==> config.mk <==
export PLATFORM = sky130hd
export DESIGN_NAME = gal_jed_fuse_loader_flat
export DESIGN_NICKNAME = d
export VERILOG_FILES = /design/src/rtl/gal_jed_fuse_loader_if.sv /design/src/rtl/gal_jed_fuse_loader.sv /design/src/flat_wrapper.sv
export SDC_FILE = /design/constraint.sdc
export NUM_CORES = 1
export LEC_CHECK = 0
export BUFFER_PORTS_ARGS = -buffer_cell sky130_fd_sc_hd__buf_2
export CAP_MARGIN = 20
export CORE_MARGIN = 2
export CORE_UTILIZATION = 60
export DETAILED_ROUTE_END_ITERATION = 10
export PLACE_DENSITY = 0.86
export SYNTH_ARGS = -nofsm -noshare
export SYNTH_HDL_FRONTEND = slang
export SYNTH_SLANG_ARGS = --single-unit
==> constraint.sdc <==
create_clock -name clk -period 7.7 [get_ports clk]
set_clock_uncertainty 0.15 [all_clocks]
set_input_delay 0.77 -clock clk [delete_from_list [all_inputs] [get_ports clk]]
set_output_delay 0.77 -clock clk [all_outputs]
set_load 0.02 [all_outputs]
==> src/rtl/gal_jed_fuse_loader_if.sv <==
// Byte-stream input and fuse-write output of the JEDEC fuse loader.
// The loader takes the slave side; the byte source and fuse sink take the master side.
interface gal_jed_fuse_loader_if #(
    parameter int ADDR_W = 13
) ();
    logic [7:0]        in_data;
    logic              in_valid;
    logic              in_ready;
    logic [ADDR_W-1:0] fuse_addr;
    logic              fuse_val;
    logic              fuse_valid;
    logic              fuse_ready;

    modport master (
        output in_data, in_valid, fuse_ready,
        input  in_ready, fuse_addr, fuse_val, fuse_valid
    );

    modport slave (
        input  in_data, in_valid, fuse_ready,
        output in_ready, fuse_addr, fuse_val, fuse_valid
    );
endinterface

==> src/rtl/gal_jed_fuse_loader.sv <==
// Parses a JEDEC fuse file byte stream into fuse writes and checks the C-field checksum.
// Only L (fuse list) and C (checksum) fields are interpreted; all other fields are skipped.
module gal_jed_fuse_loader #(
    parameter int FUSE_COUNT = 5892,
    parameter int ADDR_W     = 13
) (
    input  logic                  clk,
    input  logic                  rst_n,
    gal_jed_fuse_loader_if.slave  bus,
    output logic                  done,
    output logic                  err,
    output logic [15:0]           cksum,
    output logic                  cksum_ok
);

    localparam logic [7:0] CH_STX  = 8'h02;
    localparam logic [7:0] CH_ETX  = 8'h03;
    localparam logic [7:0] CH_STAR = 8'h2A;
    localparam logic [7:0] CH_L    = 8'h4C;
    localparam logic [7:0] CH_C    = 8'h43;
    localparam logic [7:0] CH_0    = 8'h30;
    localparam logic [7:0] CH_1    = 8'h31;
    localparam logic [ADDR_W:0] FUSE_LIM = (ADDR_W+1)'(FUSE_COUNT);

    typedef enum logic [2:0] {
        IDLE, FIELD, SKIP, L_ADDR, L_BITS, C_HEX, DONE, ERR
    } state_t;

    state_t state_q, state_d;

    logic [ADDR_W-1:0] addr_q;
    logic              have_digit_q;
    logic [15:0]       hex_acc_q;
    logic [2:0]        hex_cnt_q;
    logic [15:0]       c_val_q;
    logic              c_seen_q;
    logic [ADDR_W-1:0] fuse_addr_q;
    logic              fuse_val_q;
    logic              fuse_valid_q;
    logic [15:0]       cksum_q;
    logic              live_q;

    logic              accept;
    logic              is_ws;
    logic              is_dig;
    logic              is_hex;
    logic [3:0]        nibble;
    logic              in_range;
    logic [ADDR_W-1:0] addr_x10;
    logic [ADDR_W-1:0] addr_next;

    logic addr_clr, addr_dig, hex_clr, hex_shift, c_latch, fuse_load;

    // live_q keeps in_ready low while reset is held and on the first cycle after it.
    assign bus.in_ready   = live_q && (state_q != DONE) && (state_q != ERR)
                            && !(fuse_valid_q && !bus.fuse_ready);
    assign accept         = bus.in_valid && bus.in_ready;
    assign bus.fuse_addr  = fuse_addr_q;
    assign bus.fuse_val   = fuse_val_q;
    assign bus.fuse_valid = fuse_valid_q;

    assign done     = (state_q == DONE);
    assign err      = (state_q == ERR);
    assign cksum    = cksum_q;
    assign cksum_ok = done && c_seen_q && (c_val_q == cksum_q);

    assign is_ws  = (bus.in_data == 8'h0D) || (bus.in_data == 8'h0A)
                 || (bus.in_data == 8'h20) || (bus.in_data == 8'h09);
    assign is_dig = (bus.in_data >= CH_0) && (bus.in_data <= 8'h39);

    always_comb begin
        is_hex = 1'b0;
        nibble = 4'h0;
        if (is_dig) begin
            is_hex = 1'b1;
            nibble = bus.in_data[3:0];
        end else if (((bus.in_data >= 8'h41) && (bus.in_data <= 8'h46)) ||
                     ((bus.in_data >= 8'h61) && (bus.in_data <= 8'h66))) begin
            is_hex = 1'b1;
            nibble = bus.in_data[3:0] + 4'd9;
        end
    end

    // Decimal accumulate as addr*8 + addr*2 + digit, wrapping at ADDR_W bits.
    assign addr_x10  = {addr_q[ADDR_W-4:0], 3'b000} + {addr_q[ADDR_W-2:0], 1'b0};
    assign addr_next = addr_x10 + ADDR_W'(bus.in_data[3:0]);
    assign in_range  = ({1'b0, addr_q} < FUSE_LIM);

    always_ff @(posedge clk or negedge rst_n) begin
        if (!rst_n) begin
            state_q <= IDLE;
        end else begin
            state_q <= state_d;
        end
    end

    always_comb begin
        state_d   = state_q;
        addr_clr  = 1'b0;
        addr_dig  = 1'b0;
        hex_clr   = 1'b0;
        hex_shift = 1'b0;
        c_latch   = 1'b0;
        fuse_load = 1'b0;
        if (accept) begin
            case (state_q)
                IDLE: begin
                    if (bus.in_data == CH_STX) state_d = FIELD;
                end
                FIELD: begin
                    if (is_ws || bus.in_data == CH_STAR) begin
                        state_d = FIELD;
                    end else if (bus.in_data == CH_L) begin
                        state_d  = L_ADDR;
                        addr_clr = 1'b1;
                    end else if (bus.in_data == CH_C) begin
                        state_d = C_HEX;
                        hex_clr = 1'b1;
                    end else if (bus.in_data == CH_ETX) begin
                        state_d = DONE;
                    end else begin
                        state_d = SKIP;
                    end
                end
                SKIP: begin
                    if (bus.in_data == CH_STAR)     state_d = FIELD;
                    else if (bus.in_data == CH_ETX) state_d = DONE;
                end
                L_ADDR: begin
                    if (is_dig)                    addr_dig = 1'b1;
                    else if (is_ws && have_digit_q) state_d = L_BITS;
                    else                           state_d = ERR;
                end
                L_BITS: begin
                    if (bus.in_data == CH_0 || bus.in_data == CH_1) begin
                        if (in_range) fuse_load = 1'b1;
                        else          state_d   = ERR;
                    end else if (bus.in_data == CH_STAR) begin
                        state_d = FIELD;
                    end else if (!is_ws) begin
                        state_d = ERR;
                    end
                end
                C_HEX: begin
                    if (is_hex && hex_cnt_q < 3'd4) begin
                        hex_shift = 1'b1;
                    end else if (bus.in_data == CH_STAR && hex_cnt_q == 3'd4) begin
                        c_latch = 1'b1;
                        state_d = FIELD;
                    end else begin
                        state_d = ERR;
                    end
                end
                default: state_d = state_q;
            endcase
        end
    end

    // Fuse skid register: a new load and the drain of the previous write may share a cycle.
    always_ff @(posedge clk or negedge rst_n) begin
        if (!rst_n) begin
            live_q       <= 1'b0;
            addr_q       <= '0;
            have_digit_q <= 1'b0;
            hex_acc_q    <= 16'h0000;
            hex_cnt_q    <= 3'd0;
            c_val_q      <= 16'h0000;
            c_seen_q     <= 1'b0;
            fuse_addr_q  <= '0;
            fuse_val_q   <= 1'b0;
            fuse_valid_q <= 1'b0;
            cksum_q      <= 16'h0000;
        end else begin
            live_q <= 1'b1;

            if (addr_clr) begin
                addr_q       <= '0;
                have_digit_q <= 1'b0;
            end else if (addr_dig) begin
                addr_q       <= addr_next;
                have_digit_q <= 1'b1;
            end else if (fuse_load) begin
                addr_q <= addr_q + ADDR_W'(1);
            end

            if (hex_clr) begin
                hex_acc_q <= 16'h0000;
                hex_cnt_q <= 3'd0;
            end else if (hex_shift) begin
                hex_acc_q <= {hex_acc_q[11:0], nibble};
                hex_cnt_q <= hex_cnt_q + 3'd1;
            end

            if (c_latch) begin
                c_val_q  <= hex_acc_q;
                c_seen_q <= 1'b1;
            end

            if (fuse_load) begin
                fuse_addr_q  <= addr_q;
                fuse_val_q   <= bus.in_data[0];
                fuse_valid_q <= 1'b1;
                if (bus.in_data[0]) cksum_q <= cksum_q + (16'd1 << addr_q[2:0]);
            end else if (bus.fuse_ready) begin
                fuse_valid_q <= 1'b0;
            end
        end
    end

endmodule

==> src/flat_wrapper.sv <==
// flat-port wrapper written by rule: the top's interface ports become plain ports
module gal_jed_fuse_loader_flat 
#(
    parameter int FUSE_COUNT = 5892,
    parameter int ADDR_W     = 13
)
  (clk, rst_n, done, err, cksum, cksum_ok, bus_in_data, bus_in_valid, bus_fuse_ready, bus_in_ready, bus_fuse_addr, bus_fuse_val, bus_fuse_valid);
  gal_jed_fuse_loader_if #(.ADDR_W(ADDR_W)) bus_i ();
  input  logic clk;
  input  logic rst_n;
  output logic done;
  output logic err;
  output logic [15:0] cksum;
  output logic cksum_ok;
  input wire logic [$bits(bus_i.in_data)-1:0] bus_in_data;
  input wire logic [$bits(bus_i.in_valid)-1:0] bus_in_valid;
  input wire logic [$bits(bus_i.fuse_ready)-1:0] bus_fuse_ready;
  output wire logic [$bits(bus_i.in_ready)-1:0] bus_in_ready;
  output wire logic [$bits(bus_i.fuse_addr)-1:0] bus_fuse_addr;
  output wire logic [$bits(bus_i.fuse_val)-1:0] bus_fuse_val;
  output wire logic [$bits(bus_i.fuse_valid)-1:0] bus_fuse_valid;
  assign bus_i.in_data = bus_in_data;
  assign bus_i.in_valid = bus_in_valid;
  assign bus_i.fuse_ready = bus_fuse_ready;
  assign bus_in_ready = bus_i.in_ready;
  assign bus_fuse_addr = bus_i.fuse_addr;
  assign bus_fuse_val = bus_i.fuse_val;
  assign bus_fuse_valid = bus_i.fuse_valid;
  gal_jed_fuse_loader #(.FUSE_COUNT(FUSE_COUNT), .ADDR_W(ADDR_W)) u_core (.clk(clk), .rst_n(rst_n), .bus(bus_i), .done(done), .err(err), .cksum(cksum), .cksum_ok(cksum_ok));
endmodule
==> results of run 1 <==
[cells by family (layout without fill, tap and decap cells)]
logic type      after synthesis  after routing
compound gates              119            119
flops                        85             85
simple gates                222            222
other cells                   1              1
buf+inv                      38             81
mux                          24             24
xor+xnor                     43             43
fa+ha+maj                    46             46
[layer usage]
| layer | GRT usage [%] | vias to the layer above | part of all wire, % |
|---|---|---|---|
| li1 | - | 2149 | - |
| met1 | 34.94 | 2282 | 41 |
| met2 | 44.85 | 206 | 50 |
| met3 | 3.935 | 44 | 6.2 |
| met4 | 12.33 | 0 | 3.4 |
| met5 | 0 | - | 0 |
[cells in the mapped netlist, types with 7 or more instances]
| cell | n |
|---|---|
| mux2_2 | 18 |
| nor3_1 | 10 |
| nor4_1 | 9 |
| xor2_1 | 18 |
| inv_1 | 16 |
| and3_1 | 10 |
| xnor2_1 | 25 |
| nor2_1 | 27 |
| nor2b_1 | 9 |
| buf_2 | 7 |
| a21oi_1 | 20 |
| ha_1 | 43 |
| nand2_1 | 100 |
| o21ai_0 | 43 |
| nand3_1 | 13 |
| nand4_1 | 12 |
| dfrtp_1 | 85 |
[layout make-up]
type                            count  area share (%)
Sequential cell                    85           35.70
Clock inverter                      6           1.197
Multi-Input combinational cell    455           52.81
Clock buffer                       10           2.310
Timing Repair Buffer               49           4.704
Inverter                           16           1.008
Tap cell                          108           2.268
[worst max-delay path by stage]
stage	startpoint	endpoint
finish	bus_in_data[3]	u_core.addr_q[12]
detailed placement	bus_in_data[3]	u_core.addr_q[12]
CTS	bus_in_data[3]	u_core.addr_q[12]
floorplan	bus_in_data[3]	u_core.addr_q[12]
global placement	bus_in_data[3]	u_core.addr_q[12]
global route	u_core.addr_q[2]	u_core.addr_q[12]
[sequential cells by signal (all words and copies together), names as in the netlist]
name,cells
u_core.addr_q,13
u_core.bus.fuse_addr,13
u_core.bus.fuse_val,1
u_core.bus.fuse_valid,1
u_core.c_seen_q,1
u_core.c_val_q,16
u_core.cksum,16
u_core.have_digit_q,1
u_core.hex_acc_q,16
u_core.hex_cnt_q,3
u_core.live_q,1
u_core.state_q,3
[power breakdown]
part / total, mW / internal [mW] / leakage [nW] / switching (mW)
Sequential: 0.480 / 0.456 / 1.17 / 0.0242
Clock: 0.336 / 0.161 / 0.0991 / 0.175
Combinational: 0.141 / 0.0581 / 1.68 / 0.0831
[placed cells by master, fill, tap and decap left out, types with 13 or more instances in the layout]
master / instances
buf_2: 46
dfrtp_1: 85
nand3_1: 13
nand2_1: 100
a21oi_1: 20
inv_1: 16
ha_1: 43
o21ai_0: 43
xnor2_1: 25
mux2_2: 18
xor2_1: 18
nor2_1: 27
==> impl_metrics.json, run 1 <==
{
  "status": "finished, final reports clean",
  "utilization_pct": 67.66,
  "async_flop_share_pct": 100.0,
  "numCtsBuffers": 9,
  "fmax_mhz": 294.6,
  "min_path_type": "input port to async pin",
  "place_congestion": 0.9265,
  "dp.cells": 710,
  "start_util_pct": 62.26,
  "wl_per_cell_um": 17.93,
  "tightest_slew_ns": 0.9101,
  "avgSynthCellArea_um2": 9.486,
  "nFillCells": 680,
  "synth_edf_count": 0,
  "max_stage_delay_ns": 0.56,
  "arrival_ns": 3.51,
  "cts_root_buf": "clkbuf_8",
  "r2r-start": "u_core.addr_q[2]",
  "dr.pass1.iters": 8,
  "drt_iter0_drc": 432,
  "period_minus_slack_ns": 3.395,
  "syn_to_final_growth_pct": 8.672,
  "critPathRequiredTime_ns": 7.81,
  "clockBufferDepth": 2,
  "htree_num_levels": 3,
  "preCtsSetupSlack_ns": 3.962,
  "grt_use_total_pct": 26.97,
  "synth_cell_types": 69,
  "ys_ff_latch": 85,
  "ys_warn_count": 0,
  "critPathMaxFanout": 6,
  "multi_input_area_um2": 3147,
  "hold_ws_ns": 0.1924,
  "maxCapViolCount": 0,
  "netlist.area_leader.share_pct": 38.80,
  "cts_tree": "built",
  "end_kind": "flip-flop",
  "rows": 34,
  "hold_buffers": 0,
  "viasPerCell": 6.421,
  "ant_nets": 0,
  "synthesis.nets": 636,
  "drive_gt1_share_pct": 16.10,
  "clock_latency_ns": 0.37,
  "synth_compound_area_share_pct": 14.26,
  "synth_top_family_by_area": "simple AND/OR/NAND/NOR gates",
  "cp_slowest_cell": "fa_1",
  "grt_pass1_wl_um": 21370,
  "io_buffer_count": 46,
  "die_height_um": 99.59,
  "yosys.area.top_type": "dfrtp_1",
  "wirelength_um": 13070,
  "tns_ns": 0,
  "yosys-top-cells-area": "dfrtp_1, ha_1, nand2_1, xnor2_1, o21ai_0",
  "die_w_um": 99.59,
  "final_cells": 729,
  "slew_viol_final": 0,
  "io_pins": 47,
  "ir_drop_mv": 0.09753,
  "worst_slack_ns": 4.305,
  "dpl.hpwl_um": 9420,
  "placed_cell_area_um2": 5702,
  "post-route-period-util_pct": 44.09,
  "vias": 4681,
  "path_depth": 11,
  "path_cells": "buf_2, inv_1, fa_1, inv_1, fa_1, a21o_1, a2111oi_2, o21ai_0, o21ai_0, xnor2_1, a221o_1",
  "p_leak_nw": 2.947,
  "synth_xor_area_share_pct": 6.869,
  "synthMuxAreaShare_pct": 4.861,
  "rr_endpoint": "u_core.addr_q[12]",
  "synthSimpleGateAreaFrac_pct": 20.42,
  "slew_headroom_pct": 38.76,
  "hold_viol": 0,
  "synth_ff_type": "dfrtp_1",
  "final_area_um2": 5958,
  "grt_start_max_net_pins": 86,
  "post_cts_buffers": 0,
  "syn_area_um2": 5483,
  "reg2regPathDepth": 10,
  "path_buf_inv": 3,
  "n_antenna_cell": 0,
  "antenna_found_initial": 0,
  "powerDensity_nw_per_um2": 160.7,
  "ys_seq_area_share_pct": 38.80,
  "fin_nets": 674,
  "drcViolationCount": 0,
  "setup_violations": 0,
  "cts_resized": 0,
  "power_mw": 0.9573,
  "reg2reg_slack_ns": 4.33,
  "coreArea_um2": 8806,
  "path_class": "input port to flip-flop",
  "synthAdderAreaFrac_pct": 10.91,
  "rsz0062_at_grt": "no",
  "grt_pass1_vias": 4449,
  "path_clk_slew_ns": 0.09,
  "synth_cells": 578,
  "dieArea_um2": 9918,
  "cpLargestDelayFamily": "compound AO/OA/AOI/OAI gates",
  "regArea_um2": 2127,
  "gr-total-overflow": 0,
  "cts_num_sinks": 85,
  "start_kind": "input port"
}
Note: power is estimated with default switching activity, not from simulation.
==> inputs of run 2 (changes only) <==
--- a/config.mk
+++ b/config.mk
@@ -8,9 +8,9 @@
 export BUFFER_PORTS_ARGS = -buffer_cell sky130_fd_sc_hd__buf_2
 export CAP_MARGIN = 20
 export CORE_MARGIN = 2
-export CORE_UTILIZATION = 60
+export CORE_UTILIZATION = 55
 export DETAILED_ROUTE_END_ITERATION = 10
-export PLACE_DENSITY = 0.86
+export PLACE_DENSITY = 0.83
 export SYNTH_ARGS = -nofsm -noshare
 export SYNTH_HDL_FRONTEND = slang
 export SYNTH_SLANG_ARGS = --single-unit
==> constraint.sdc (replaced) <==
create_clock -name clk -period 3 [get_ports clk]
set_clock_uncertainty 0.15 [all_clocks]
set_input_delay 0.3 -clock clk [delete_from_list [all_inputs] [get_ports clk]]
set_output_delay 0.3 -clock clk [all_outputs]
set_load 0.02 [all_outputs]
==> impl_metrics.json, run 2 (synthesis results as in run 1) <==
{
  "status": "finished, final reports clean",
  "grt_pass1_vias": 4501,
  "min_path_type": "input port to flip-flop",
  "reg2reg_slack_ns": 0.11,
  "start_kind": "flip-flop",
  "clockPowerShare_pct": 34.2,
  "ant_nets": 0,
  "dr.pass1.iters": 5,
  "power_mw": 2.453,
  "setup_violations": 0,
  "p_switching_mw": 0.7342,
  "placed_cell_area_um2": 5876,
  "post-route-period-util_pct": 96.33,
  "io_pins": 47,
  "cts_num_sinks": 85,
  "rr_endpoint": "u_core.addr_q[10]",
  "io_buffer_count": 46,
  "maxCapViolCount": 0,
  "hp-start": "bus_fuse_ready",
  "p_leak_nw": 3.036,
  "hold_viol": 0,
  "utilization_pct": 63.54,
  "viasPerCell": 5.940,
  "syn_to_final_growth_pct": 12.76,
  "end_kind": "flip-flop",
  "hold_ws_ns": 0.09966,
  "die_height_um": 103.8,
  "fin_nets": 694,
  "rows": 36,
  "path_class": "flip-flop to flip-flop",
  "arrival_ns": 3.00,
  "dpl.hpwl_um": 9613,
  "period_minus_slack_ns": 2.890,
  "nFillCells": 811,
  "numCtsBuffers": 9,
  "die_w_um": 103.8,
  "p_comb_share_pct": 15.8,
  "final_area_um2": 6182,
  "wirelength_um": 13300,
  "slew_viol_final": 0,
  "ir_drop_mv": 0.1767,
  "cts_tree": "built",
  "final_cell_mix": "nand2_1, dfrtp_1, buf_2",
  "reg2regPathDepth": 11,
  "cts_root_buf": "clkbuf_8",
  "wl_per_cell_um": 17.21,
  "clock_latency_ns": 0.38,
  "powerDensity_nw_per_um2": 396.8,
  "clockBufferDepth": 2,
  "vias": 4592,
  "coreArea_um2": 9729,
  "gr-total-overflow": 0,
  "critPathMaxFanout": 5,
  "seq_power_share_pct": 49.9,
  "swShare_pct": 29.93,
  "tightest_slew_ns": 0.8116,
  "n_antenna_cell": 0,
  "slew_headroom_pct": 45.40,
  "grt_start_max_net_pins": 86,
  "drcViolationCount": 0,
  "hold_depth": 3,
  "final_common_cell": "nand2_1",
  "antenna_found_initial": 0,
  "p_int_mw": 1.719,
  "grt_use_total_pct": 25.15,
  "fmax_mhz": 346.0,
  "tns_ns": 0,
  "place_congestion": 0.9398,
  "whs_endpoint": "u_core.bus.fuse_valid",
  "drt_iter0_drc": 250,
  "drive_gt1_share_pct": 19.69,
  "start_util_pct": 56.35,
  "path_clk_slew_ns": 0.10,
  "dieArea_um2": 10780,
  "r2r-start": "u_core.addr_q[0]",
  "grt_pass1_wl_um": 21800,
  "critPathRequiredTime_ns": 3.11,
  "htree_num_levels": 3
}
==> run 2: critical path: stages, from the launching register on <==
cell and delay (ns):
dfrtp_1 0.43, inv_1 0.10, fa_1 0.50, inv_1 0.07
fa_2 0.38, a21o_1 0.20, buf_4 0.15, a211oi_1 0.26
a21oi_1 0.11, nor2_1 0.13, xor2_1 0.18, o211ai_1 0.10
==> run 2: through the flow <==
step / instances / setup slack, ns
2_1_floorplan: 578 / 0.03007
3_3_place_gp: 754 / 0.06578
3_5_place_dp: 754 / -0.01056
4_1_cts: 769 / 0.05114
5_1_grt: 773 / -0.03844
6_report: 773 / 0.1102
==> run 2: timing repair <==
| action | in CTS | in global routing |
|---|---|---|
| cloned | 0 | 0 |
| endpoints found under the setup margin | 4 | 11 |
| hold endpoints to repair | 0 | 85 |
| resized for setup | 2 | 11 |
| buffers inserted | 0 | 2 |
| pin swaps | 0 | 1 |
| hold buffers | 0 | 1 |
==> run 2: worst max path at each step <==
| stage | depth (start not counted) | startpoint | endpoint | slack [ns] |
|---|---|---|---|---|
| 6_report | 11 | u_core.addr_q[0] | u_core.addr_q[10] | 0.11 |
| 5_1_grt | 10 | u_core.addr_q[0] | u_core.addr_q[11] | -0.04 |
| 4_1_cts | 10 | u_core.addr_q[0] | u_core.addr_q[12] | 0.05 |
| 3_5_place_dp | 11 | u_core.addr_q[0] | u_core.cksum[11] | -0.01 |
| 3_3_place_gp | 11 | bus_in_data[3] | u_core.addr_q[12] | 0.07 |
| 2_1_floorplan | 11 | u_core.addr_q[2] | u_core.addr_q[12] | 0.03 |
==> run 2: metal layers <==
metal  share of wire, %  GRT usage, %  wire length [um]  up-vias
met5                  0             0                 0        -
met4                2.9         11.58               389        0
met3                3.8         3.650               507       34
met2                 50         42.25              6645      133
met1                 43         32.12              5760     2249
li1                   -             -                 -     2176
==> run 2: area by class of cell <==
class	instances	area [um2]	area share (%)
Inverter	16	60.06	0.9715
Clock buffer	9	123.9	2.004
Tap cell	133	166.4	2.692
Sequential cell	85	2127	34.41
Clock inverter	6	71.32	1.154
Timing Repair Buffer	69	427.9	6.922
Multi-Input combinational cell	455	3206	51.85
==> run 2: power by group through the flow <==
stage	clock (mW)	combinational, mW	sequential, mW
final	0.840	0.389	1.22
after floorplan	0	0.316	1.21
after detailed placement	0	0.374	1.25
after global placement	0	0.362	1.24
after global routing	0.890	0.441	1.23
after CTS	0.852	0.379	1.22
==> inputs of run 3 (changes only) <==
--- a/config.mk
+++ b/config.mk
@@ -7,7 +7,6 @@
 export LEC_CHECK = 0
 export BUFFER_PORTS_ARGS = -buffer_cell sky130_fd_sc_hd__buf_2
 export CAP_MARGIN = 20
-export CORE_MARGIN = 2
 export CORE_UTILIZATION = 55
 export DETAILED_ROUTE_END_ITERATION = 10
 export PLACE_DENSITY = 0.83
==> impl_metrics.json, run 3 (synthesis results as in run 1) <==
{
  "coreArea_um2": 9729,
  "setup_violations": 0,
  "whs_endpoint": "u_core.bus.fuse_valid",
  "io_pins": 47,
  "slew_viol_final": 0,
  "powerDensity_nw_per_um2": 393.9,
  "final_common_cell": "nand2_1",
  "rr_endpoint": "u_core.addr_q[12]",
  "hp-start": "bus_fuse_ready",
  "syn_to_final_growth_pct": 11.96,
  "path_cells": "ha_1, ha_2, fa_1, a21o_1, a2111oi_4, o21ai_0, o21ai_0, xnor2_1, a221o_1",
  "critPathMaxFanout": 7,
  "period_minus_slack_ns": 2.879,
  "p_leak_nw": 3.039,
  "max_stage_delay_ns": 0.46,
  "grt_pass1_vias": 4398,
  "drive_gt1_share_pct": 19.03,
  "status": "finished, final reports clean",
  "min_path_type": "input port to flip-flop",
  "dieArea_um2": 10370,
  "wl_met2_um": 6339,
  "die_w_um": 101.8,
  "antenna_found_initial": 0,
  "reg2regPathDepth": 9,
  "clockBufferDepth": 2,
  "hold_viol": 0,
  "hold_depth": 3,
  "io_buffer_count": 46,
  "htree_num_levels": 3,
  "drcViolationCount": 0,
  "fmax_mhz": 347.4,
  "path_class": "flip-flop to flip-flop",
  "grt_use_total_pct": 27.03,
  "slew_headroom_pct": 56.36,
  "utilization_pct": 63.09,
  "drt_iter0_drc": 278,
  "gr-total-overflow": 0,
  "post-route-period-util_pct": 95.95,
  "wirelength_um": 13100,
  "r2r-start": "u_core.addr_q[1]",
  "final_cells": 774,
  "dr.pass1.iters": 7,
  "arrival_ns": 3.01,
  "cts_num_sinks": 85,
  "nFillCells": 829,
  "placed_cell_area_um2": 5891,
  "dp.cells": 756,
  "wl_per_cell_um": 16.92,
  "rows": 36,
  "start_util_pct": 56.35,
  "cp_slowest_cell": "dfrtp_2",
  "multi_input_area_um2": 3167,
  "viasPerCell": 5.928,
  "grt_pass1_wl_um": 21450,
  "place_congestion": 0.8930,
  "tightest_slew_ns": 0.6547,
  "dr_wl_met3_um": 522,
  "reg2reg_slack_ns": 0.12,
  "post_cts_buffers": 0,
  "ant_nets": 0,
  "fin_nets": 694,
  "critPathRequiredTime_ns": 3.13,
  "grt_start_max_net_pins": 86,
  "cts_tree": "built",
  "numCtsBuffers": 9,
  "highest_layer": "met4",
  "n_antenna_cell": 0,
  "end_kind": "flip-flop",
  "regArea_um2": 2128,
  "final_area_um2": 6138,
  "cts_root_buf": "clkbuf_8",
  "ir_drop_mv": 0.1841,
  "dpl.hpwl_um": 9708,
  "start_kind": "flip-flop",
  "final_cell_mix": "nand2_1, dfrtp_1, buf_2",
  "crit_path_frequent_cell": "o21ai_0",
  "maxCapViolCount": 0,
  "die_height_um": 101.8,
  "wl_met1_um": 5721,
  "clock_latency_ns": 0.39,
  "vias": 4588,
  "power_mw": 2.418,
  "path_clk_slew_ns": 0.10
}
==> run 3: cell types whose count changed in the layout (fill, tap and decap cells not counted), sizes merged <==
cell and delta:
inv +2, clkinvlp -1, clkbuf +1, bufinv -1
==> run 3: layer usage <==
metal	vias to the layer above	track usage [%]
met4	0	14.51
met2	137	45.01
met5	-	0
li1	2186	-
met3	39	4.720
met1	2226	33.66
==> run 3: area by class of cell <==
class	instances	area share (%)
Timing Repair Buffer	69	6.971
Clock inverter	6	0.8357
Sequential cell	85	34.67
Tap cell	133	2.711
Multi-Input combinational cell	455	51.59
Clock buffer	10	2.242
Inverter	16	0.9784
==> run 3: where the power goes <==
part / total (mW) / internal, mW / leakage [nW] / switching (mW)
sequential: 1.22 / 1.17 / 1.17 / 0.0536
combinational: 0.384 / 0.159 / 1.78 / 0.225
clock: 0.809 / 0.337 / 0.0943 / 0.473
total: 2.42 / 1.67 / 3.04 / 0.751
==> run 3: what timing repair did <==
item                                   4_1_cts  5_1_grt
gates resized for setup                      1        4
setup endpoints to repair                    1        7
cloned                                       0        0
hold buffers                                 0        1
endpoints found under the hold margin        0       22
==> run 3: stage by stage <==
step	TNS [ns]	setup WS [ns]	hold WS [ns]
3_5_place_dp	-0.04948	-0.04948	0.3011
4_1_cts	0	0.03037	0.004018
6_report	0	0.1214	0.1215
3_3_place_gp	0	0.06653	0.2952
5_1_grt	-0.002435	-0.002435	0.1383
2_1_floorplan	0	0.03007	-0.1456
==> run 3: worst max path at each step <==
stage	end	cells after the start	from	slack [ns]
after detailed placement	u_core.addr_q[12]	11	bus_in_data[3]	-0.05
after global routing	u_core.addr_q[9]	10	u_core.addr_q[0]	-0.002
after global placement	u_core.addr_q[12]	11	bus_in_data[3]	0.07
after CTS	u_core.cksum[11]	10	u_core.addr_q[0]	0.03
final	u_core.addr_q[12]	9	u_core.addr_q[1]	0.12
after floorplan	u_core.addr_q[12]	11	u_core.addr_q[2]	0.03
==> run 3: critical path: cells and delay by family (launching register included) <==
kind,cells,cell delay (ns)
AO/OA/AOI/OAI,5,1.10
XOR/XNOR,1,0.10
adder cells (fa/ha/maj),3,0.98
flip-flops,1,0.46
